<file path="config.mk">
export PLATFORM = sky130hd
export DESIGN_NAME = pc_sequencer_flat
export DESIGN_NICKNAME = d
export VERILOG_FILES = /design/src/rtl/pc_sequencer_pkg.sv /design/src/rtl/pc_sequencer_if.sv /design/src/rtl/pcseq_sat_counter.sv /design/src/rtl/pc_sequencer.sv /design/src/flat_wrapper.sv
export SDC_FILE = /design/constraint.sdc
export NUM_CORES = 1
export LEC_CHECK = 0
export ABC_CLOCK_PERIOD_IN_PS = 2900
export CORE_UTILIZATION = 47
export DETAILED_ROUTE_END_ITERATION = 8
export PLACE_DENSITY = 0.91
export SYNTH_ARGS = -nofsm -noshare
export SYNTH_HDL_FRONTEND = slang
export SYNTH_SLANG_ARGS = --single-unit
</file>
<file path="constraint.sdc">
create_clock -name clk -period 2.9 [get_ports clk]
set_input_delay 0.725 -clock clk [delete_from_list [all_inputs] [get_ports clk]]
set_output_delay 0.725 -clock clk [all_outputs]
set_load 0.005 [all_outputs]
</file>
<file path="src/rtl/pc_sequencer_pkg.sv">
// pc_sequencer_pkg: shared types and default widths for the PC sequencer.
//   pcseq_state_t : sequencer state (IDLE, RUN, BRANCH, HALT)
//   PCSEQ_D       : default PC / LUT target width
//   PCSEQ_LUT_AW  : default branch-target LUT index width
package pc_sequencer_pkg;

    typedef enum logic [1:0] {
        IDLE,
        RUN,
        BRANCH,
        HALT
    } pcseq_state_t;

    localparam int unsigned PCSEQ_D      = 12;
    localparam int unsigned PCSEQ_LUT_AW = 5;

endpackage

</file>
<file path="src/rtl/pc_sequencer_if.sv">
// pc_sequencer_if: decoder / LUT / fetch signals around the PC sequencer.
//   master : environment side (decoder requests, LUT data in; PC/status out)
//     start, stall, br_req, br_cond, br_idx, halt, lut_target -> sequencer
//     lut_idx, pc, fetch_valid, done                          <- sequencer
//   slave  : the sequencer itself (directions reversed)
interface pc_sequencer_if
    import pc_sequencer_pkg::*;
#(
    parameter int unsigned D      = PCSEQ_D,
    parameter int unsigned LUT_AW = PCSEQ_LUT_AW
);

    logic              start;
    logic              stall;
    logic              br_req;
    logic              br_cond;
    logic [LUT_AW-1:0] br_idx;
    logic              halt;
    logic [D-1:0]      lut_target;
    logic [LUT_AW-1:0] lut_idx;
    logic [D-1:0]      pc;
    logic              fetch_valid;
    logic              done;

    modport master (
        output start, stall, br_req, br_cond, br_idx, halt, lut_target,
        input  lut_idx, pc, fetch_valid, done
    );

    modport slave (
        input  start, stall, br_req, br_cond, br_idx, halt, lut_target,
        output lut_idx, pc, fetch_valid, done
    );

endinterface

</file>
<file path="src/rtl/pcseq_sat_counter.sv">
// pcseq_sat_counter: W-bit up counter that sticks at all-ones.
//   clk, reset : clock, asynchronous active-high reset (count -> 0)
//   clr        : synchronous clear, wins over inc
//   inc        : count up by one unless already saturated
//   count      : current value
module pcseq_sat_counter #(
    parameter int unsigned W = 16
) (
    input  logic         clk,
    input  logic         reset,
    input  logic         clr,
    input  logic         inc,
    output logic [W-1:0] count
);

    always_ff @(posedge clk or posedge reset) begin
        if (reset) begin
            count <= '0;
        end else if (clr) begin
            count <= '0;
        end else if (inc && (count != '1)) begin
            count <= count + W'(1);
        end
    end

endmodule

</file>
<file path="src/rtl/pc_sequencer.sv">
// pc_sequencer: program-counter sequencer for the single-cycle core.
// Owns the PC, issues the branch-target LUT index on a taken branch and adds
// the returned signed offset during a one-cycle BRANCH bubble.
//   clk, reset         : clock, asynchronous active-high reset
//   bus (slave)        : start/stall/br_req/br_cond/br_idx/halt/lut_target in,
//                        lut_idx/pc/fetch_valid/done out
//   instr_count[31:0]  : RUN cycles without stall (PC_SEQUENCER_PERF_EN only)
//   taken_count[15:0]  : BRANCH entries          (PC_SEQUENCER_PERF_EN only)
// Optional feature macro: PC_SEQUENCER_PERF_EN (adds saturating perf counters).
module pc_sequencer
    import pc_sequencer_pkg::*;
#(
    parameter int unsigned D        = PCSEQ_D,
    parameter int unsigned LUT_AW   = PCSEQ_LUT_AW,
    parameter int unsigned START_PC = 0
) (
    input  logic        clk,
    input  logic        reset,
    pc_sequencer_if.slave bus
`ifdef PC_SEQUENCER_PERF_EN
    ,
    output logic [31:0] instr_count,
    output logic [15:0] taken_count
`endif
);

    pcseq_state_t      state;
    logic [D-1:0]      pc_q;
    logic [LUT_AW-1:0] lut_idx_q;
    logic              fetch_valid_q;
    logic              done_q;

    // fetch_valid/done are registered copies of (state==RUN)/(state==HALT),
    // updated alongside every state transition.
    always_ff @(posedge clk or posedge reset) begin
        if (reset) begin
            state         <= IDLE;
            pc_q          <= '0;
            lut_idx_q     <= '0;
            fetch_valid_q <= 1'b0;
            done_q        <= 1'b0;
        end else begin
            case (state)
                IDLE: begin
                    if (bus.start) begin
                        state         <= RUN;
                        pc_q          <= D'(START_PC);
                        fetch_valid_q <= 1'b1;
                    end
                end
                RUN: begin
                    if (!bus.stall) begin
                        if (bus.halt) begin
                            state         <= HALT;
                            fetch_valid_q <= 1'b0;
                            done_q        <= 1'b1;
                        end else if (bus.br_req && bus.br_cond) begin
                            state         <= BRANCH;
                            lut_idx_q     <= bus.br_idx;
                            fetch_valid_q <= 1'b0;
                        end else begin
                            pc_q <= pc_q + D'(1);
                        end
                    end
                end
                BRANCH: begin
                    // lut_target already reflects lut_idx_q latched on entry
                    state         <= RUN;
                    pc_q          <= pc_q + bus.lut_target;
                    fetch_valid_q <= 1'b1;
                end
                HALT: begin
                    if (bus.start) begin
                        state         <= RUN;
                        pc_q          <= D'(START_PC);
                        fetch_valid_q <= 1'b1;
                        done_q        <= 1'b0;
                    end
                end
                default: begin
                    state         <= IDLE;
                    fetch_valid_q <= 1'b0;
                    done_q        <= 1'b0;
                end
            endcase
        end
    end

    assign bus.pc          = pc_q;
    assign bus.lut_idx     = lut_idx_q;
    assign bus.fetch_valid = fetch_valid_q;
    assign bus.done        = done_q;

`ifdef PC_SEQUENCER_PERF_EN
    logic run_active;
    logic perf_clr;
    logic taken_entry;

    assign run_active  = (state == RUN) && !bus.stall;
    assign taken_entry = run_active && !bus.halt && bus.br_req && bus.br_cond;
    assign perf_clr    = bus.start && ((state == IDLE) || (state == HALT));

    pcseq_sat_counter #(.W(32)) u_instr_cnt (
        .clk   (clk),
        .reset (reset),
        .clr   (perf_clr),
        .inc   (run_active),
        .count (instr_count)
    );

    pcseq_sat_counter #(.W(16)) u_taken_cnt (
        .clk   (clk),
        .reset (reset),
        .clr   (perf_clr),
        .inc   (taken_entry),
        .count (taken_count)
    );
`endif

endmodule

</file>
<file path="src/flat_wrapper.sv">
// flat-port wrapper written by rule: the top's interface ports become plain ports
module pc_sequencer_flat import pc_sequencer_pkg::*;
#(
    parameter int unsigned D        = PCSEQ_D,
    parameter int unsigned LUT_AW   = PCSEQ_LUT_AW,
    parameter int unsigned START_PC = 0
)
  (clk, reset, bus_start, bus_stall, bus_br_req, bus_br_cond, bus_br_idx, bus_halt, bus_lut_target, bus_lut_idx, bus_pc, bus_fetch_valid, bus_done);
  pc_sequencer_if #(.D(D), .LUT_AW(LUT_AW)) bus_i ();
  input  logic clk;
  input  logic reset;
  input wire logic [$bits(bus_i.start)-1:0] bus_start;
  input wire logic [$bits(bus_i.stall)-1:0] bus_stall;
  input wire logic [$bits(bus_i.br_req)-1:0] bus_br_req;
  input wire logic [$bits(bus_i.br_cond)-1:0] bus_br_cond;
  input wire logic [$bits(bus_i.br_idx)-1:0] bus_br_idx;
  input wire logic [$bits(bus_i.halt)-1:0] bus_halt;
  input wire logic [$bits(bus_i.lut_target)-1:0] bus_lut_target;
  output wire logic [$bits(bus_i.lut_idx)-1:0] bus_lut_idx;
  output wire logic [$bits(bus_i.pc)-1:0] bus_pc;
  output wire logic [$bits(bus_i.fetch_valid)-1:0] bus_fetch_valid;
  output wire logic [$bits(bus_i.done)-1:0] bus_done;
  assign bus_i.start = bus_start;
  assign bus_i.stall = bus_stall;
  assign bus_i.br_req = bus_br_req;
  assign bus_i.br_cond = bus_br_cond;
  assign bus_i.br_idx = bus_br_idx;
  assign bus_i.halt = bus_halt;
  assign bus_i.lut_target = bus_lut_target;
  assign bus_lut_idx = bus_i.lut_idx;
  assign bus_pc = bus_i.pc;
  assign bus_fetch_valid = bus_i.fetch_valid;
  assign bus_done = bus_i.done;
  pc_sequencer #(.D(D), .LUT_AW(LUT_AW), .START_PC(START_PC)) u_core (.clk(clk), .reset(reset), .bus(bus_i));
endmodule
</file>
==> summary.txt <==
GRT
  – Wire length of the first global-routing pass: ~5.5 mm
  – Pin count of the biggest net entering global routing: 22
  – Total global routing track utilization: 21.4%
  – Via count of the first global-routing pass: 1,296
  – Total congestion overflow: 0
  – Initial antenna violation count: 0

Drt
  – Met2 wirelength from detailed routing: ~1.7 mm
  – Number of DRC violations after detailed-routing iteration 0: between 40 and 50
  – Count of vias placed by the detailed router: between 1,000 and 1,500
  – Number of vias per cell: 5.83
  – Routed Wire Length: approximately 3.4 mm
  – Length of the first detailed-routing pass in iterations: 6
  – Post-route antenna net violation count: 0
  – Highest metal used: met4
  – Wire per inst: 15.3 microns
  – Remaining routing DRC violations: 2
  – Wire length the detailed router placed on met1: 1.48 mm
  – Wire length on met3: about 130 microns

Worst setup path
  – Delay-heaviest family, CP: compound AO/OA/AOI/OAI gates
  – Largest stage delay on the critical path: 400 ps
  – Launching element type of the critical path: primary input
  – Maximum fanout count along the critical path: 3
  – Category of the worst setup path capture point: register
  – Startpoint of the worst-slack reg-to-reg timing path: u_core.state[0]$_DFFE_PP0P_
  – Arrival time at the worst endpoint: approximately 2900 ps
  – Worst Setup Path Type: in2reg
  – Setup crit start: bus_lut_target[5]
  – Slowest cell on the critical path: clkdlybuf4s50_1
  – Cells along the critical path: clkdlybuf4s50_1 > and2_1 > ha_1 > a211oi_2 > o21bai_1 > a21o_1 > a221oi_4 > mux2i_1 > o311ai_1
  – Required time of the worst setup path: 3100 ps
  – Buffers plus inverters on the worst setup path: 1

Cells and area
  – Proportion of layout cells with a drive suffix above 1: 8.76%
  – Final layout net count: 234
  – Diodes inserted: 0
  – Layout overhead on the synthesized area: 37.3%

Placement
  – Half-perimeter wire length of the detailed placement result: 2.61 mm
  – Count of buffers from port buffering: 42
  – Setup Slack @ Placement: -106 ps
  – Gpl congestion: 0.943

Hold path
  – Class of the tightest hold or removal check: reg2reg
  – Hold path startpoint: u_core.bus.lut_idx[3]$_DFFE_PP0P_

Synthesis
  – #FFs+latches synth: 21
  – Leading cell type by number of instances after synthesis: dfrtp_1
  – Ys Warns: 0
  – Area share of the largest cell type after synthesis: 36.7%
  – Top cells by area in the synthesized netlist: dfrtp_1 (37%), ha_1 (12%), and2_1 (4.8%)
  – Top cell types by occurrence after synthesis: dfrtp_1 (21), nand2_1 (18), ha_1 (14), and2_1 (11), o21ai_1 (7)
  – Post-Syn Nets: 184
  – Library cells used by synthesis: 39
  – Post-synth top flop: dfrtp_1
  – Number of synthesized flops with an enable pin: 0
  – Fraction of the yosys area taken by sequential cells: 36.7%
  – Post-Syn Instances: 145
  – Total standard cell area after synthesis: roughly 1400 sq um
  – Avg Synthesized Cell Area: 9.86 sq um
  – Synth area leader: dfrtp_1
  – Post-synthesis async set-or-reset flop share: 100%

Power
  – IR Drop Worst-Case VDD: 664 uV
  – Power density relative to cell area: slightly below 900 nW/um^2
  – Leakage: ~0.9 nW
  – Post-route total power: roughly 1.7 mW

CTS
  – Clk root buf: clkbuf_4
  – Max Root-Sink Buffers: 2
  – Clk slew on worst S/H paths: 130 ps
  – CTS H-tree lvls: 1
  – TritonCTS clock tree: yes
  – Sinks on the clock net: 21
  – Total CTS buffers: 3
  – Latest clock arrival within the worst-skew pair: 310 ps

Job
  – Number of max-cap violations: 0

Status
  – Violated checks: design-rule violations
  – Outcome: finished with violations

Floorplan
  – Die X-Extent: 57.2 microns
  – Vert. Die Dim: 57.2 microns
  – I/O Pins: 43
  – Core Region: 2830 sq um
  – Die Outline Area: 3270 sq um
  – Initial core utilization: 50.6%
  – Core Rows: 19

Timing
  – Number of setup violations in the final report: 0
  – Worst relative slew slack: 44.8%
  – Final Hold Violating Endpoints: 0
  – Final Worst Setup Slack: roughly 230 ps
  – Max Clock Skew: 9.08 ps
  – Maximum clock frequency: 374 MHz
  – Least-Margin Pin Slew: 827 ps
  – RSZ-0062 raised after global routing: no
  – Crit path time final: between 2000 and 3000 ps
  – Post-route fraction of the period consumed by the critical path: 92.1%
  – Number of max-slew violations in the final report: 0
report_power, final:
group	leakage, nW	total, mW	internal, mW	switching, mW
registers	0.267	0.526	0.424	0.101
clock network	0.0139	0.151	0.0526	0.0989
logic	0.621	1.03	0.525	0.501
per-layer routing:
metal	vias to the layer above	global-route usage (%)
met2	43	39.0
li1	625	-
met4	0	8.36
met1	634	25.8
met5	-	0
met3	10	2.49
flip-flops by register name, summed over array words and instances (netlist names):
register,cells
u_core.bus.pc,12
u_core.bus.fetch_valid,1
u_core.bus.lut_idx,5
u_core.bus.done,1
u_core.state,2
through the flow:
| step | hold WS (ps) | util [%] | setup TNS, ps | std cells | cell area (sq um) |
|---|---|---|---|---|---|
| global placement | 468 | 68.1 | -111 | 221 | 1930 |
| finish | 501 | 69.4 | 0 | 225 | 1960 |
| CTS | 504 | 69.1 | 0 | 225 | 1960 |
| global route | 529 | 69.4 | 0 | 225 | 1960 |
| floorplan | 483 | - | 0 | 145 | 1430 |
| detailed placement | 474 | 68.1 | -312 | 221 | 1930 |
final cells by class:
cell class,instances,area (sq um)
multi-input cells,114,873
flip-flops and latches,21,526
well taps,31,38.8
clock buffers,3,22.5
repair buffers,49,473
inverters,6,22.5
fillers,215,866
clock inverters,1,7.51
what timing repair did:
action,4_1_cts,5_1_grt
endpoints found under the hold margin,0,0
setup buffers,0,0
hold buffers,0,0
setup endpoints to repair,0,2
gates resized for setup,0,2
kinds of logic after synthesis:
kind of cell	after synthesis	share of synthesized area, %
AOI/OAI and AO/OA	41	21.2
xor gates and xnor gates	9	5.51
adders and majority gates	15	13.6
buffers and inverters	10	2.71
DFF	21	36.7
muxes	6	4.64
and+or+nand+nor	43	15.6
path summary, 6_finish.rpt:
check,endpoint,slack (ps),cells after the start
max reg2reg,u_core.bus.pc[11]$_DFFE_PP0P_,230,11
max in group asynchronous,u_core.bus.pc[5]$_DFFE_PP0P_,1520,2
min in group asynchronous,u_core.bus.lut_idx[3]$_DFFE_PP0P_,860,2
min,u_core.bus.lut_idx[3]$_DFFE_PP0P_,500,1
min reg2reg,u_core.bus.lut_idx[3]$_DFFE_PP0P_,500,1
max,u_core.bus.pc[11]$_DFFE_PP0P_,230,9
cells in the final DEF (no fill, tap or decap), types with 2 or more instances in the layout:
| master | synthesis | layout |
|---|---|---|
| clkdlybuf4s50_1 | 0 | 42 |
| dfrtp_1 | 21 | 21 |
| nand2_1 | 18 | 18 |
| ha_1 | 14 | 13 |
| and2_1 | 11 | 11 |
| o21ai_1 | 7 | 7 |
| buf_4 | 0 | 7 |
| o31ai_1 | 6 | 6 |
| a21oi_1 | 5 | 5 |
| inv_1 | 5 | 5 |
| xor2_1 | 5 | 5 |
| mux2_1 | 5 | 5 |
| a21o_1 | 4 | 4 |
| xnor2_1 | 4 | 4 |
| o21ai_0 | 4 | 4 |
| nor2_1 | 3 | 3 |
| a22o_1 | 3 | 3 |
| clkbuf_4 | 0 | 3 |
| a211oi_2 | 1 | 2 |
| o21bai_1 | 2 | 2 |
| nand3_1 | 2 | 2 |
| and3_1 | 2 | 2 |
| nand2b_1 | 2 | 2 |
(Power assumes the default switching activity.)
